`src/rtl/qsgmii_pkg.sv`:
```
// Shared QSGMII TX constants and the per-lane symbol record carried through the lane FIFOs.
package qsgmii_pkg;
  localparam int NUM_LANES = 4;

  localparam logic [7:0] K28_5 = 8'hBC;
  localparam logic [7:0] K28_1 = 8'h3C;
  localparam logic [7:0] D16_2 = 8'h50;

  typedef struct packed {
    logic       is_ctl;
    logic       fdn;
    logic [7:0] data;
  } lane_sym_t;
endpackage

```
`src/rtl/qsgmii_lane_fifo.sv`:
```
// Single-clock per-lane symbol FIFO; ready is registered so the port sees no combinational path.
module qsgmii_lane_fifo import qsgmii_pkg::*; #(
  parameter int FIFO_DEPTH = 4
) (
  input  logic      tx_clk,
  input  logic      rst_n,
  input  logic      push,
  input  lane_sym_t wdata,
  input  logic      pop,
  output lane_sym_t rdata,
  output logic      empty,
  output logic      ready
);
  localparam int AW = $clog2(FIFO_DEPTH);
  localparam int CW = AW + 1;

  lane_sym_t         mem [FIFO_DEPTH];
  logic [AW-1:0]     wr_ptr, rd_ptr;
  logic [CW-1:0]     count, count_nxt;
  logic              do_push, do_pop;

  // A full FIFO refuses the push even when a pop frees a slot this cycle.
  assign do_push = push & ready;
  assign do_pop  = pop & ~empty;
  assign empty   = (count == '0);
  assign rdata   = mem[rd_ptr];

  always_comb begin
    count_nxt = count;
    if (do_push && !do_pop)      count_nxt = count + CW'(1);
    else if (do_pop && !do_push) count_nxt = count - CW'(1);
  end

  always_ff @(posedge tx_clk or negedge rst_n) begin
    if (!rst_n) begin
      wr_ptr <= '0;
      rd_ptr <= '0;
      count  <= '0;
      ready  <= 1'b0;
    end else begin
      if (do_push) wr_ptr <= wr_ptr + AW'(1);
      if (do_pop)  rd_ptr <= rd_ptr + AW'(1);
      count <= count_nxt;
      ready <= (count_nxt < CW'(FIFO_DEPTH));
    end
  end

  always_ff @(posedge tx_clk) begin
    if (do_push) mem[wr_ptr] <= wdata;
  end
endmodule

```
`src/rtl/qsgmii_tx_aggregator.sv`:
```
// QSGMII transmit combiner: four buffered SGMII lanes merged into one 32-bit word per tx_clk,
// idle-filled when starved, with lane 0 tagged by K28.1 in place of K28.5.
module qsgmii_tx_aggregator import qsgmii_pkg::*; #(
  parameter int FIFO_DEPTH = 4
) (
  input  logic                   tx_clk,
  input  logic                   rst_n,
  input  logic [NUM_LANES-1:0]   port_valid,
  output logic [NUM_LANES-1:0]   port_ready,
  input  logic [NUM_LANES*8-1:0] port_data,
  input  logic [NUM_LANES-1:0]   port_is_ctl,
  input  logic [NUM_LANES-1:0]   port_force_disparity_negative,
  input  logic                   clear_status,
  output logic [NUM_LANES*8-1:0] tx_data,
  output logic [NUM_LANES-1:0]   tx_data_is_ctl,
  output logic [NUM_LANES-1:0]   tx_force_disparity_negative,
  output logic [NUM_LANES-1:0]   underflow,
  output logic [NUM_LANES-1:0]   marker_err
);
  lane_sym_t            head [NUM_LANES];
  lane_sym_t            sym  [NUM_LANES];
  logic [NUM_LANES-1:0] lane_empty, lane_pop;
  logic [NUM_LANES-1:0] fill_phase, fill_nxt, last_was_data, lwd_nxt;
  logic [NUM_LANES-1:0] uf_set, me_set;

  for (genvar g = 0; g < NUM_LANES; g++) begin : g_lane
    lane_sym_t wsym;
    assign wsym = '{is_ctl: port_is_ctl[g], fdn: port_force_disparity_negative[g],
                    data: port_data[g*8+:8]};

    qsgmii_lane_fifo #(.FIFO_DEPTH(FIFO_DEPTH)) u_fifo (
      .tx_clk (tx_clk),
      .rst_n  (rst_n),
      .push   (port_valid[g]),
      .wdata  (wsym),
      .pop    (lane_pop[g]),
      .rdata  (head[g]),
      .empty  (lane_empty[g]),
      .ready  (port_ready[g])
    );
  end

  // An idle ordered set is two symbols; once K28.5 is out the D16.2 must follow, queued data or not.
  always_comb begin
    for (int g = 0; g < NUM_LANES; g++) begin
      lane_pop[g] = 1'b0;
      fill_nxt[g] = 1'b0;
      lwd_nxt[g]  = last_was_data[g];
      uf_set[g]   = 1'b0;
      me_set[g]   = 1'b0;
      sym[g]      = '{is_ctl: 1'b0, fdn: 1'b0, data: D16_2};
      if (!fill_phase[g]) begin
        if (!lane_empty[g]) begin
          lane_pop[g] = 1'b1;
          sym[g]      = head[g];
          lwd_nxt[g]  = !head[g].is_ctl;
          if (head[g].is_ctl && head[g].data == K28_1) begin
            sym[g].data = K28_5;
            me_set[g]   = 1'b1;
          end
        end else begin
          sym[g]      = '{is_ctl: 1'b1, fdn: 1'b0, data: K28_5};
          fill_nxt[g] = 1'b1;
          if (last_was_data[g]) begin
            uf_set[g]  = 1'b1;
            lwd_nxt[g] = 1'b0;
          end
        end
      end
      if (g == 0 && sym[g].is_ctl && sym[g].data == K28_5) sym[g].data = K28_1;
    end
  end

  always_ff @(posedge tx_clk or negedge rst_n) begin
    if (!rst_n) begin
      fill_phase                  <= '0;
      last_was_data               <= '0;
      underflow                   <= '0;
      marker_err                  <= '0;
      tx_data                     <= '0;
      tx_data_is_ctl              <= '0;
      tx_force_disparity_negative <= '0;
    end else begin
      fill_phase    <= fill_nxt;
      last_was_data <= lwd_nxt;
      underflow     <= (underflow & ~{NUM_LANES{clear_status}}) | uf_set;
      marker_err    <= (marker_err & ~{NUM_LANES{clear_status}}) | me_set;
      for (int g = 0; g < NUM_LANES; g++) begin
        tx_data[g*8+:8]                <= sym[g].data;
        tx_data_is_ctl[g]              <= sym[g].is_ctl;
        tx_force_disparity_negative[g] <= sym[g].fdn;
      end
    end
  end
endmodule
```
`config.mk`:
```
export PLATFORM = sky130hd
export DESIGN_NAME = qsgmii_tx_aggregator
export DESIGN_NICKNAME = d
export VERILOG_FILES = /design/src/rtl/qsgmii_pkg.sv /design/src/rtl/qsgmii_lane_fifo.sv /design/src/rtl/qsgmii_tx_aggregator.sv
export SDC_FILE = /design/constraint.sdc
export NUM_CORES = 1
export LEC_CHECK = 0
export CORE_MARGIN = 10
export CORE_UTILIZATION = 50
export CTS_BUF_LIST = sky130_fd_sc_hd__clkbuf_8
export CTS_CLUSTER_SIZE = 8
export DETAILED_ROUTE_END_ITERATION = 7
export GPL_TIMING_DRIVEN = 0
export PLACE_DENSITY = 0.74
export SYNTH_ARGS = -nofsm -noshare
export SYNTH_HDL_FRONTEND = slang
export SYNTH_SLANG_ARGS = --single-unit
```
`constraint.sdc`:
```
create_clock -name tx_clk -period 1.7 [get_ports tx_clk]
set_input_delay 0.51 -clock tx_clk [delete_from_list [all_inputs] [get_ports tx_clk]]
set_output_delay 0.51 -clock tx_clk [all_outputs]
set_load 0.01 [all_outputs]
```
Word level (Yosys, flattened, before mapping):

Memories as Yosys holds them, arrays and structs flattened.
Index checks and enable logic that the tools add are counted.

* flip-flop bits (word level): 88
* bits in writable memories: 160
* logic and storage cells: 174
* memories kept: 4
* output and inout port bits: 52

* eq/ne operators: 5
* reduce and logical (&&, ||, !) cells: 29
* bitwise logic cells: 17
* multiplexer cells: 73
* $add $sub $neg: 16
* magnitude comparators: 4

Memories
* g_lane[0].u_fifo.mem: words 4, bits a word 10, rd ports 1, clocked after memory_dff 0, write ports 1, RTL line qsgmii_lane_fifo.sv:17 `lane_sym_t mem [FIFO_DEPTH];`
* g_lane[1].u_fifo.mem: words 4, bits a word 10, rd ports 1, clocked after memory_dff 0, write ports 1, RTL line qsgmii_lane_fifo.sv:17
* g_lane[2].u_fifo.mem: words 4, bits a word 10, rd ports 1, clocked after memory_dff 0, write ports 1, RTL line qsgmii_lane_fifo.sv:17
* g_lane[3].u_fifo.mem: words 4, bits a word 10, rd ports 1, clocked after memory_dff 0, write ports 1, RTL line qsgmii_lane_fifo.sv:17

Operators with widths (number)
* $mux 10: 8
* $mux 1: 52
* $mux 8: 5
* $eq 8x6->1 const B: 4
* $mux 3: 8
* $add 2x1->2 const B: 8
* $logic_and 1x1->1: 13
* $add 3x1->3 const B: 4
* $logic_not 1->1: 12
* $logic_not 3->1: 4
* $lt 3x3->1 const B: 4
* $sub 3x1->3 const B: 4
* $and 1x1->1: 8
* $and 4x4->4: 2
* $eq 8x8->1 const B: 1
* $or 4x4->4: 2
* $not 1->1: 4
* $not 4->4: 1

Logic depth before layout (Yosys ltp):

An unclocked memory read counts as a cell.

* depth in word-level cells: 9
* mapped depth: 10
* depth with buffers taken out: 10

Cells and area by module:

A second synthesis with hierarchy kept.

* cell total of the unflattened synthesis: 583
* area total of the unflattened synthesis: 9902.0 µm²

Modules (own cells, without submodules)
* qsgmii_lane_fifo: area each 1955.6 µm², seq. area each 1401.3 µm², times used 4, cells each 103
* qsgmii_tx_aggregator: area each 2079.5 µm², seq. area each 1401.3 µm², times used 1, cells each 171

Worst setup path after synthesis:

No wires, ideal clock.

* path kind: register to register
* start point: register g_lane[2].u_fifo.rd_ptr[0]
* end point: register tx_data[23]
* stages on the path, launching flop included: 6
* clock period less this slack: 1842 ps
* setup slack: -142 ps
* arrival time: 1764 ps
* data required time: 1622 ps
* library setup time: 78 ps
* cell sequence: dfrtp_1 -> buf_2 -> mux4_2 -> nor4b_1 -> nand4_1 -> a21oi_1

RTL lines
* start: declaration: RTL line qsgmii_lane_fifo.sv:18 `logic [AW-1:0] wr_ptr, rd_ptr;`
* start signal: assignment: RTL line qsgmii_lane_fifo.sv:42 `if (do_pop) rd_ptr <= rd_ptr + AW'(1);`
* end signal: indexed assignment: RTL line qsgmii_tx_aggregator.sv:89 `tx_data[g*8+:8] <= sym[g].data;`
* end: declaration: RTL line qsgmii_tx_aggregator.sv:14 `output logic [NUM_LANES*8-1:0] tx_data,`

Worst setup path in the final report:

* start point: register g_lane[3].u_fifo.rd_ptr[0]
* end point: register marker_err[3]

* cells in the longest elaborated chain, start to end: 7

Ends and longest elaborated chain
* start: declaration: RTL line qsgmii_lane_fifo.sv:18
* start signal: assignment: RTL line qsgmii_lane_fifo.sv:42
* $mem_v2 4x10 (*)
* $eq 8x6->1: RTL line qsgmii_tx_aggregator.sv:57 `if (head[g].is_ctl && head[g].data == K28_1) begin`
* $logic_and 1x1->1 (*): RTL line qsgmii_tx_aggregator.sv:57
* $mux 1 (*): RTL line qsgmii_tx_aggregator.sv:57
* $mux 1 (*): RTL line qsgmii_tx_aggregator.sv:53 `if (!lane_empty[g]) begin`
* $mux 1 (*): RTL line qsgmii_tx_aggregator.sv:52 `if (!fill_phase[g]) begin`
* $or 4x4->4 (*): RTL line qsgmii_tx_aggregator.sv:87 `marker_err <= (marker_err & ~{NUM_LANES{clear_status}}) | me_set;`
* end signal: assignment: RTL line qsgmii_tx_aggregator.sv:87
* end: declaration: RTL line qsgmii_tx_aggregator.sv:18 `output logic [NUM_LANES-1:0] marker_err`

Every way passes the cells marked *; elsewhere a longest branch is shown, timed or not.
A chain may end at the register's enable or synchronous reset.

==> flow_summary.json <==
{
  "final_nets": 846,
  "htreeDepth": 2,
  "rsz0062_at_grt": "true",
  "fin_skew_ns": 0.0142,
  "synth_nets": 649,
  "syn_area_per_cell_um2": 17.3,
  "period_minus_slack_ns": 1.93,
  "synth_top_area_share_pct": 49.1,
  "drv_slew": 0,
  "status": "complete, but fails checks",
  "drive_gt1_share_pct": 28.0,
  "p_int_w": 0.0151,
  "syn_inst": 566,
  "finalSetupTns_ns": -1.19,
  "track_usage_pct": 15.3,
  "synthSimpleGateAreaFrac_pct": 7.22,
  "reg2reg_slack_ns": -0.23,
  "end_kind": "flop",
  "fillCellCount": 1345,
  "clkTransAtPathRegs_ns": 0.06,
  "cts_buffer_depth": 3,
  "seq_power_share_pct": 39.2,
  "dr.pass1.iters": 4,
  "fin_hold_ws_ns": 0.461,
  "synth_xor_area_share_pct": 1.79,
  "synth.distinct_cells": 39,
  "mostFrequentLayoutCell": "edfxtp_1",
  "power_frac_clock_pct": 19.9,
  "dp_slack_ns": -0.512,
  "synthMuxAreaShare_pct": 9.75,
  "synth-seq-area-share_pct": 71.7,
  "utilization_pct": 64.6,
  "overflow": 0,
  "drv_cap": 0,
  "setup_viol": 9,
  "ioPinCount": 99,
  "wl_um": 20000,
  "avgViaCountPerCell": 5.18,
  "setup_ws_ns": -0.226,
  "crit_path_start_kind": "flop",
  "arrival_ns": 2.37,
  "ys_ff_latch": 248,
  "place_hpwl_um": 12700,
  "grt_pass1_vias": 6123,
  "cts_sinks": 248,
  "vias": 5474,
  "drtIter0Drc": 258,
  "dieArea_um2": 25500,
  "synth_fa_ha_area_share_pct": 4.61,
  "slew-limit-headroom_pct": 61.4,
  "clk_latency_ns": 0.53,
  "syn-cell-area_um2": 9780,
  "portBuffers": 98,
  "cts_root_buffer": "clkbuf_8",
  "multiInputGateArea_um2": 2830,
  "synthToLayoutAreaGrowth_pct": 27.9,
  "dieWidth_um": 160,
  "synth_top_family_by_area": "multiplexers",
  "switching_power_w": 0.00742,
  "p_comb_share_pct": 40.9,
  "crit_path_end": "marker_err[3]",
  "p_sw_share_pct": 33.0,
  "critPathMaxFanout": 7,
  "drt.antenna.violating_nets": 0,
  "violations": "setup timing",
  "drt-wirelength-per-cell_um": 18.9,
  "cts_tree": "built",
  "stdcell_count": 1057,
  "power_per_cell_area_nw_per_um2": 1800,
  "crit_required_ns": 2.14,
  "fp-row-count": 51,
  "grt_pass1_wl_um": 31400,
  "yosysWarnings": 0,
  "grt_max_degree": 58,
  "core_um2": 19300,
  "numCtsBuffers": 41,
  "drc": 0,
  "rr_startpoint": "g_lane[3].u_fifo.rd_ptr[0]",
  "synth_compound_area_share_pct": 2.84,
  "die_h_um": 160,
  "hold_viol": 0,
  "antenna_found_initial": 0,
  "min_path_type": "input pin to asynchronous set/reset pin",
  "synth_top_area_cell": "edfxtp_1",
  "worst_pin_slew_ns": 0.579,
  "netlist_top_cells_area": "edfxtp_1 (49%), dfrtp_1 (23%), mux4_2 (6.0%)",
  "start_util_pct": 50.6,
  "diodes": 0,
  "final_cell_mix": "edfxtp_1 (160), dfrtp_1 (83), buf_4 (59), clkdlybuf4s50_1 (45), nor2_1 (43)",
  "dpl.cell_count": 930,
  "p_leak_nw": 5.01,
  "crit_type": "flop to flop",
  "seqCellArea_um2": 7010,
  "ir_drop_uv": 996,
  "worst-r2r-cell-count": 6,
  "fin_crit_sh_pct": 113,
  "gp_congestion": 0.756,
  "timing.fmax_mhz": 519,
  "crit_path_start": "g_lane[3].u_fifo.rd_ptr[0]",
  "r2r-end": "marker_err[3]"
}
how the worst min path moves through the flow:
stage                                start                to  slack [ns]  cells after the start
after floorplan                      rst_n     fill_phase[0]        0.21                      0
after CTS                            rst_n        tx_data[6]        0.44                      2
after detailed placement     marker_err[2]     marker_err[2]        0.47                      1
final                                rst_n        tx_data[6]        0.46                      2
after global routing                 rst_n        tx_data[6]        0.48                      2
after global placement    last_was_data[3]  last_was_data[3]        0.47                      2
final cells by class:
| type | count | share of cell area (%) |
|---|---|---|
| inverters | 28 | 0.891 |
| clock inverters | 30 | 0.941 |
| multi-input cells | 274 | 22.7 |
| clock buffers | 42 | 4.63 |
| repair buffers | 159 | 11.3 |
| flip-flops and latches | 248 | 56.1 |
| plain buffers | 11 | 0.771 |
| well taps | 265 | 2.65 |
synthesized netlist by cell type:
library cell / number
edfxtp_1: 160
dfrtp_1: 88
nor2_1: 45
ha_1: 36
nand2_1: 30
inv_1: 28
mux4_2: 26
and3_1: 19
xnor2_1: 16
mux4_1: 14
a21oi_1: 10
and2_1: 10
o21ai_0: 8
nand2b_1: 7
clkbuf_1: 6
a211oi_1: 4
a22o_1: 4
buf_4: 4
nor2b_1: 4
nor3b_1: 4
o2bb2ai_1: 4
or3_1: 4
xor2_1: 4
a21o_1: 3
buf_2: 3
buf_6: 3
o31ai_1: 3
a21oi_2: 2
a311oi_1: 2
and3b_1: 2
nand3b_1: 2
nand4_1: 2
nand4b_1: 2
or4_4: 2
and4bb_1: 1
nor4_1: 1
nor4b_1: 1
o21a_1: 1
or2_0: 1
power groups by stage:
stage,Sequential [W],Clock [W],Combinational [W]
after floorplan,0.00899,0,0.00444
after global placement,0.00883,0,0.00702
after detailed placement,0.00892,0,0.00736
after CTS,0.00881,0.00462,0.00836
after global routing,0.00900,0.00488,0.00998
final,0.00882,0.00448,0.00920
stage by stage:
step	total power [W]	area, um^2
final	0.0225	12500
after global placement	0.0158	11100
after floorplan	0.0134	9790
after global routing	0.0239	12500
after CTS	0.0218	12300
after detailed placement	0.0163	11100
logic make-up after synthesis:
logic type | after synthesis
mux | 40
compound gates | 41
simple gates | 137
fa+ha+maj | 36
buf+inv | 44
xor+xnor | 20
flops | 248
worst max-delay path, cell delays in order (launching register included):
cell and delay (ns):
dfrtp_2 0.43, buf_6 0.15, buf_4 0.14, mux4_2 0.37
nand4b_1 0.10, or4_4 0.50, o2bb2ai_1 0.15
routing by layer:
metal  track usage (%)  share of wire, %
met5                 0                 0
met4              6.43               3.0
met3              3.80               5.2
met2              27.0                52
met1              17.3                40
repair_timing:
| item | in CTS | in global routing |
|---|---|---|
| gates cloned | 0 | 0 |
| hold buffers | 1 | 0 |
| endpoints found under the hold margin | 31 | 0 |
| pin swaps | 8 | 8 |
| setup endpoints to repair | 78 | 30 |
| gates resized for setup | 172 | 40 |
| buffers inserted | 45 | 14 |
state kept, by name (all words and copies together) (netlist names):
name,count
tx_data,32
last_was_data,4
tx_data_is_ctl,4
underflow,4
g_lane.u_fifo.count,12
fill_phase,4
tx_force_disparity_negative,4
marker_err,4
g_lane.u_fifo.mem,160
g_lane.u_fifo.wr_ptr,8
g_lane.u_fifo.rd_ptr,8
g_lane.u_fifo.ready,4
No activity file was read; power rests on OpenSTA's default activity.
==> RTL edit 1: new RTL, same flow settings <==
Register the output `underflow` once more, without a reset; this adds one clock of latency there. The other outputs are not delayed to match.
--- a/src/rtl/qsgmii_tx_aggregator.sv
+++ b/src/rtl/qsgmii_tx_aggregator.sv
@@ -19,2 +19,4 @@
 );
+
+  logic [NUM_LANES-1:0] underflow_s0;
   lane_sym_t            head [NUM_LANES];
@@ -77,3 +79,3 @@
       last_was_data               <= '0;
-      underflow                   <= '0;
+      underflow_s0                <= '0;
       marker_err                  <= '0;
@@ -85,3 +87,3 @@
       last_was_data <= lwd_nxt;
-      underflow     <= (underflow & ~{NUM_LANES{clear_status}}) | uf_set;
+      underflow_s0  <= (underflow_s0 & ~{NUM_LANES{clear_status}}) | uf_set;
       marker_err    <= (marker_err & ~{NUM_LANES{clear_status}}) | me_set;
@@ -94,2 +96,6 @@
   end
+  always_ff @(posedge tx_clk) begin
+    underflow <= underflow_s0;
+  end
+
 endmodule
Formal check against the unedited RTL: not equivalent (Yosys sat finds a counterexample within 10 cycles, from zero or initial values and one cycle with rst_n low).
==> RTL edit 1 against the original RTL <==
The run still ends with setup timing left; sequential share of layout area shrank 0.33 points; worst setup slack worse by 3.7 ps; design area increased by 1.7%; sequential cell count rose by 4; synthesized cell count is 5.3% higher; routed wire length grew 0.69%; hold slack got worse by 94 ps; total power up 1.2%; synthesized area increased by 1.5%; die area is 1.3% higher; largest cell class unchanged; highest routed layer unchanged.
==> RTL edit 1: results (changes against the original RTL) <==
[run_status]
status = finished, violations left  ; unchanged
violations = setup timing  ; unchanged

[pwr]
p_comb_w = 0.00914  ; was 0.00920 W
power_leakage_nw = 5.08  ; was 5.01 nW
p_comb_share_pct = 40.1  ; was 40.9%

[logic_synthesis]
syn_nets = 679  ; was 649

[min_path]
hold_class = flip-flop to flip-flop  ; was primary input to async pin

[grt]
grt_max_degree = 72  ; was 58
grt_util_all_layers_pct = 15.1  ; was 15.3%
grt_pass1_wl_um = 31500  ; was 31400 µm
grt_pass1_vias = 6198  ; was 6123

[cells_and_area]
fill_cells = 1356  ; was 1345
multi_input_area_um2 = 2860  ; was 2830 µm²
buffer_area_share_pct = 12.1  ; about the same
finalNonFillerCells = 1085  ; was 1057
n_all_buffers = 167  ; was 170
nNetsFinal = 871  ; was 846
design.seq.count = 252  ; was 248
num-multi-input-gates = 290  ; was 274
n_clock_buffer = 45  ; was 42

[setup_path]
r2r_cells = 5  ; was 6

[sta]
fin_skew_ps = 13.8  ; was 14.2 ps
setup_ws_ps = -229  ; was -226 ps
fin_setup_tns_ps = -943  ; was -1190 ps
tightest_slew_ps = 685  ; was 579 ps
setup_viol = 9  ; unchanged

[placed_design]
dp.cells = 960  ; was 930

## RTL edit 1: stage by stage
step	worst slack, ps	hold slack [ps]	area, µm²
after floorplan	-156	214	9940
after global placement	-3130	354	11300
after detailed placement	-464	356	11300
after CTS	-235	373	12400
after global routing	-313	378	12700
final	-229	367	12700
## RTL edit 1: worst reg2reg max path, stage by stage (launching register included)
cell,delay (ps)
dfrtp_2,440
bufbuf_16,280
mux4_2,340
nand4b_1,110
or4_4,450
o32ai_4,210
## RTL edit 1: routing by layer
layer	GRT usage, %	share of wire [%]	vias up
met5	0	0	-
met4	6.00	2.3	0
met3	4.19	5.6	41
met2	26.1	53	163
met1	17.4	40	2904
li1	-	-	2605
## RTL edit 1: kinds of logic after synthesis
logic type	Yosys count	synth area share (%)
fa+ha+maj	36	4.54
simple gates	151	7.91
flops	252	71.5
buf+inv	54	2.38
mux	40	9.13
compound gates	47	3.17
xor+xnor	16	1.41
==> RTL edit 2: new RTL, same settings <==
Made on the original files. `FIFO_DEPTH` is set to 4 in 2 places; all go to 8.
--- a/src/rtl/qsgmii_lane_fifo.sv
+++ b/src/rtl/qsgmii_lane_fifo.sv
@@ -2,3 +2,3 @@
 module qsgmii_lane_fifo import qsgmii_pkg::*; #(
-  parameter int FIFO_DEPTH = 4
+  parameter int FIFO_DEPTH = 8
 ) (
--- a/src/rtl/qsgmii_tx_aggregator.sv
+++ b/src/rtl/qsgmii_tx_aggregator.sv
@@ -3,3 +3,3 @@
 module qsgmii_tx_aggregator import qsgmii_pkg::*; #(
-  parameter int FIFO_DEPTH = 4
+  parameter int FIFO_DEPTH = 8
 ) (
Function: no difference found for any inputs over 4 cycles, from zero or initial values and one cycle with rst_n low; that may be too few to reach the edited logic, so the function may still have changed.
==> RTL edit 2 against the original RTL <==
The flow still finishes with violations (setup timing); non-clock buffer count increased by 83; maximum frequency decreased by 9.8%; synthesized area increased by 70%; worst setup slack got worse by 210 ps; routed wire length increased by 72%; total power increased by 71%; design area increased by 73%; synthesized cell count increased by 63%; first-iteration DRC count increased by 81%; sequential cell count increased by 172; largest cell class unchanged; largest power group unchanged.
==> RTL edit 2: results (changes against the original RTL) <==
[run_status]
status = finished, violations left  ; unchanged
violations = setup timing  ; unchanged

[grt]
grt_util_all_layers_pct = 16.7  ; was 15.3%
grt_pass1_wl_um = 53400  ; was 31400 µm
grt_pass1_vias = 9510  ; was 6123

[setup_path]
slowest_stage = mux4_2  ; was or4_4
r2r_cells = 6  ; unchanged
r2r-end = tx_data[15]$_DFF_PN0_  ; was marker_err[3]$_DFF_PN0_
r2r-start = g_lane[1].u_fifo.rd_ptr[0]$_DFFE_PN0P_  ; was g_lane[3].u_fifo.rd_ptr[0]$_DFFE_PN0P_
cp.arrival_ps = 2620  ; was 2370 ps
r2r_setup_slack_ps = -440  ; was -230 ps
slowest_delay_ps = 540  ; was 500 ps
cp_max_fo = 5  ; was 7

[drt]
firstDrtPassIters = 5  ; was 4
viasPerCell = 5.35  ; was 5.18
finalWirelength_um = 34400  ; was 20000 µm
drt_iter0_markers = 468  ; was 258

[placed_design]
gp_congestion = 0.756  ; about the same

[cells_and_area]
fill_cells = 2174  ; was 1345
nNetsFinal = 1290  ; was 846
largestRegisters = g_lane.u_fifo.mem x320, tx_data x32, g_lane.u_fifo.count x16  ; was g_lane.u_fifo.mem x160, tx_data x32, g_lane.u_fifo.count x12
drive_gt1_share_pct = 39.3  ; was 28.0%

[sta]
setup_viol = 39  ; was 9
setup_ws_ps = -436  ; was -226 ps
relSlewSlack_pct = 44.5  ; was 61.4%
fin_skew_ps = 35.3  ; was 14.2 ps

[pwr]
ir_drop_mv = 1.29  ; was 0.996 mV
power_leakage_nw = 8.07  ; was 5.01 nW
report.power.total_w = 0.0386  ; was 0.0225 W
p_comb_share_pct = 41.8  ; was 40.9%
swShare_pct = 33.4  ; was 33.0%
seqPwrFrac_pct = 37.3  ; was 39.2%

[clocking]
cts_inserted_buffers = 71  ; was 41
htree_levels = 3  ; was 2
clkSlewWorstSetupHoldPaths_ps = 60  ; about the same
clock_latency_ps = 600  ; was 530 ps

[logic_synthesis]
synth_cell_types = 52  ; was 39
synthTopCellsByCount = edfxtp_1, dfrtp_1, nand2_1, mux4_2, nor2_1  ; was edfxtp_1, dfrtp_1, nor2_1, ha_1, nand2_1
syn_nets = 1000  ; was 649
synthArstFlopShare_pct = 23.8  ; was 35.5%
synth-edff-count = 320  ; was 160
seq_area_frac_synth_pct = 72.9  ; was 71.7%
synth.area.top_cells = edfxtp_1, dfrtp_1, mux4_2, mux2i_1, mux4_1  ; was edfxtp_1, dfrtp_1, mux4_2, ha_1, mux4_1

[RTL edit 2: cell count changes in the layout (fill, tap and decap cells not counted), moves of 24 or more]
cell and delta:
edfxtp_1 +160, buf_2 +42, mux4_2 +40, clkbuf_8 +38, mux2i_1 +37, clkdlybuf4s15_1 -32, nand2_1 +31, buf_12 +30
buf_4 +24, nor2_4 +24
[RTL edit 2: metal layers]
layer	GRT usage, %	part of all wire [%]	wire, µm
met4	5.86	2.1	729
met1	21.6	43	14700
met2	26.9	50	17200
met3	4.22	5.3	1830
met5	0	0	0
[RTL edit 2: timing repair]
item	in CTS	in global routing
endpoints found under the setup margin	435	178
resized for setup	347	68
hold buffers	1	0
setup buffers	94	34
endpoints found under the hold margin	43	0
cloned	1	1
pin swaps	50	43
[RTL edit 2: cell type report]
| type | count | area share [%] |
|---|---|---|
| tap | 442 | 2.56 |
| sequential | 420 | 56.2 |
| timing repair buffer | 226 | 10.2 |
| clock buffer | 78 | 4.97 |
| buffer | 27 | 1.32 |
| clock inverter | 46 | 0.951 |
| multi-input combinational | 439 | 23.2 |
| inverter | 30 | 0.597 |
[RTL edit 2: worst max path at each step]
stage                                                start                                  endpoint
global route        g_lane[1].u_fifo.rd_ptr[0]$_DFFE_PN0P_                     tx_data[15]$_DFF_PN0_
floorplan           g_lane[3].u_fifo.rd_ptr[0]$_DFFE_PN0P_                     tx_data[31]$_DFF_PN0_
CTS                 g_lane[1].u_fifo.rd_ptr[0]$_DFFE_PN0P_                     tx_data[15]$_DFF_PN0_
global placement                                     rst_n  tx_force_disparity_negative[1]$_DFF_PN0_
detailed placement                           port_valid[0]      g_lane[0].u_fifo.mem[6][1]$_DFFE_PP_
finish              g_lane[1].u_fifo.rd_ptr[0]$_DFFE_PN0P_                     tx_data[15]$_DFF_PN0_
[RTL edit 2: stage by stage]
step | setup WS (ps) | area (µm²) | hold slack, ps | setup TNS [ps] | std cells
6_report | -436 | 21600 | 477 | -4940 | 1708
5_1_grt | -499 | 21600 | 472 | -8170 | 1708
4_1_cts | -452 | 21100 | 432 | -4640 | 1681
3_5_place_dp | -1130 | 18600 | 474 | -314950 | 1466
3_3_place_gp | -3760 | 18500 | 472 | -689980 | 1465
2_1_floorplan | -252 | 17000 | 214 | -13790 | 925
[RTL edit 2: cell families (layout without fill, tap and decap cells)]
kind of cell,Yosys count,after routing,share of synthesized area [%]
compound gates,79,79,3.10
xor+xnor,18,18,0.949
fa+ha+maj,28,28,2.11
buf+inv,66,407,1.81
flops,420,420,72.9
mux,125,125,13.6
simple gates,189,189,5.56
[RTL edit 2: worst max-delay path, delay by kind of cell (launching register included)]
family                 cells  cell delay [ps]
DFF                        1              450
and+or+nand+nor            2              630
muxes                      1              540
AOI/OAI and AO/OA          2              270
buffers and inverters      1              150
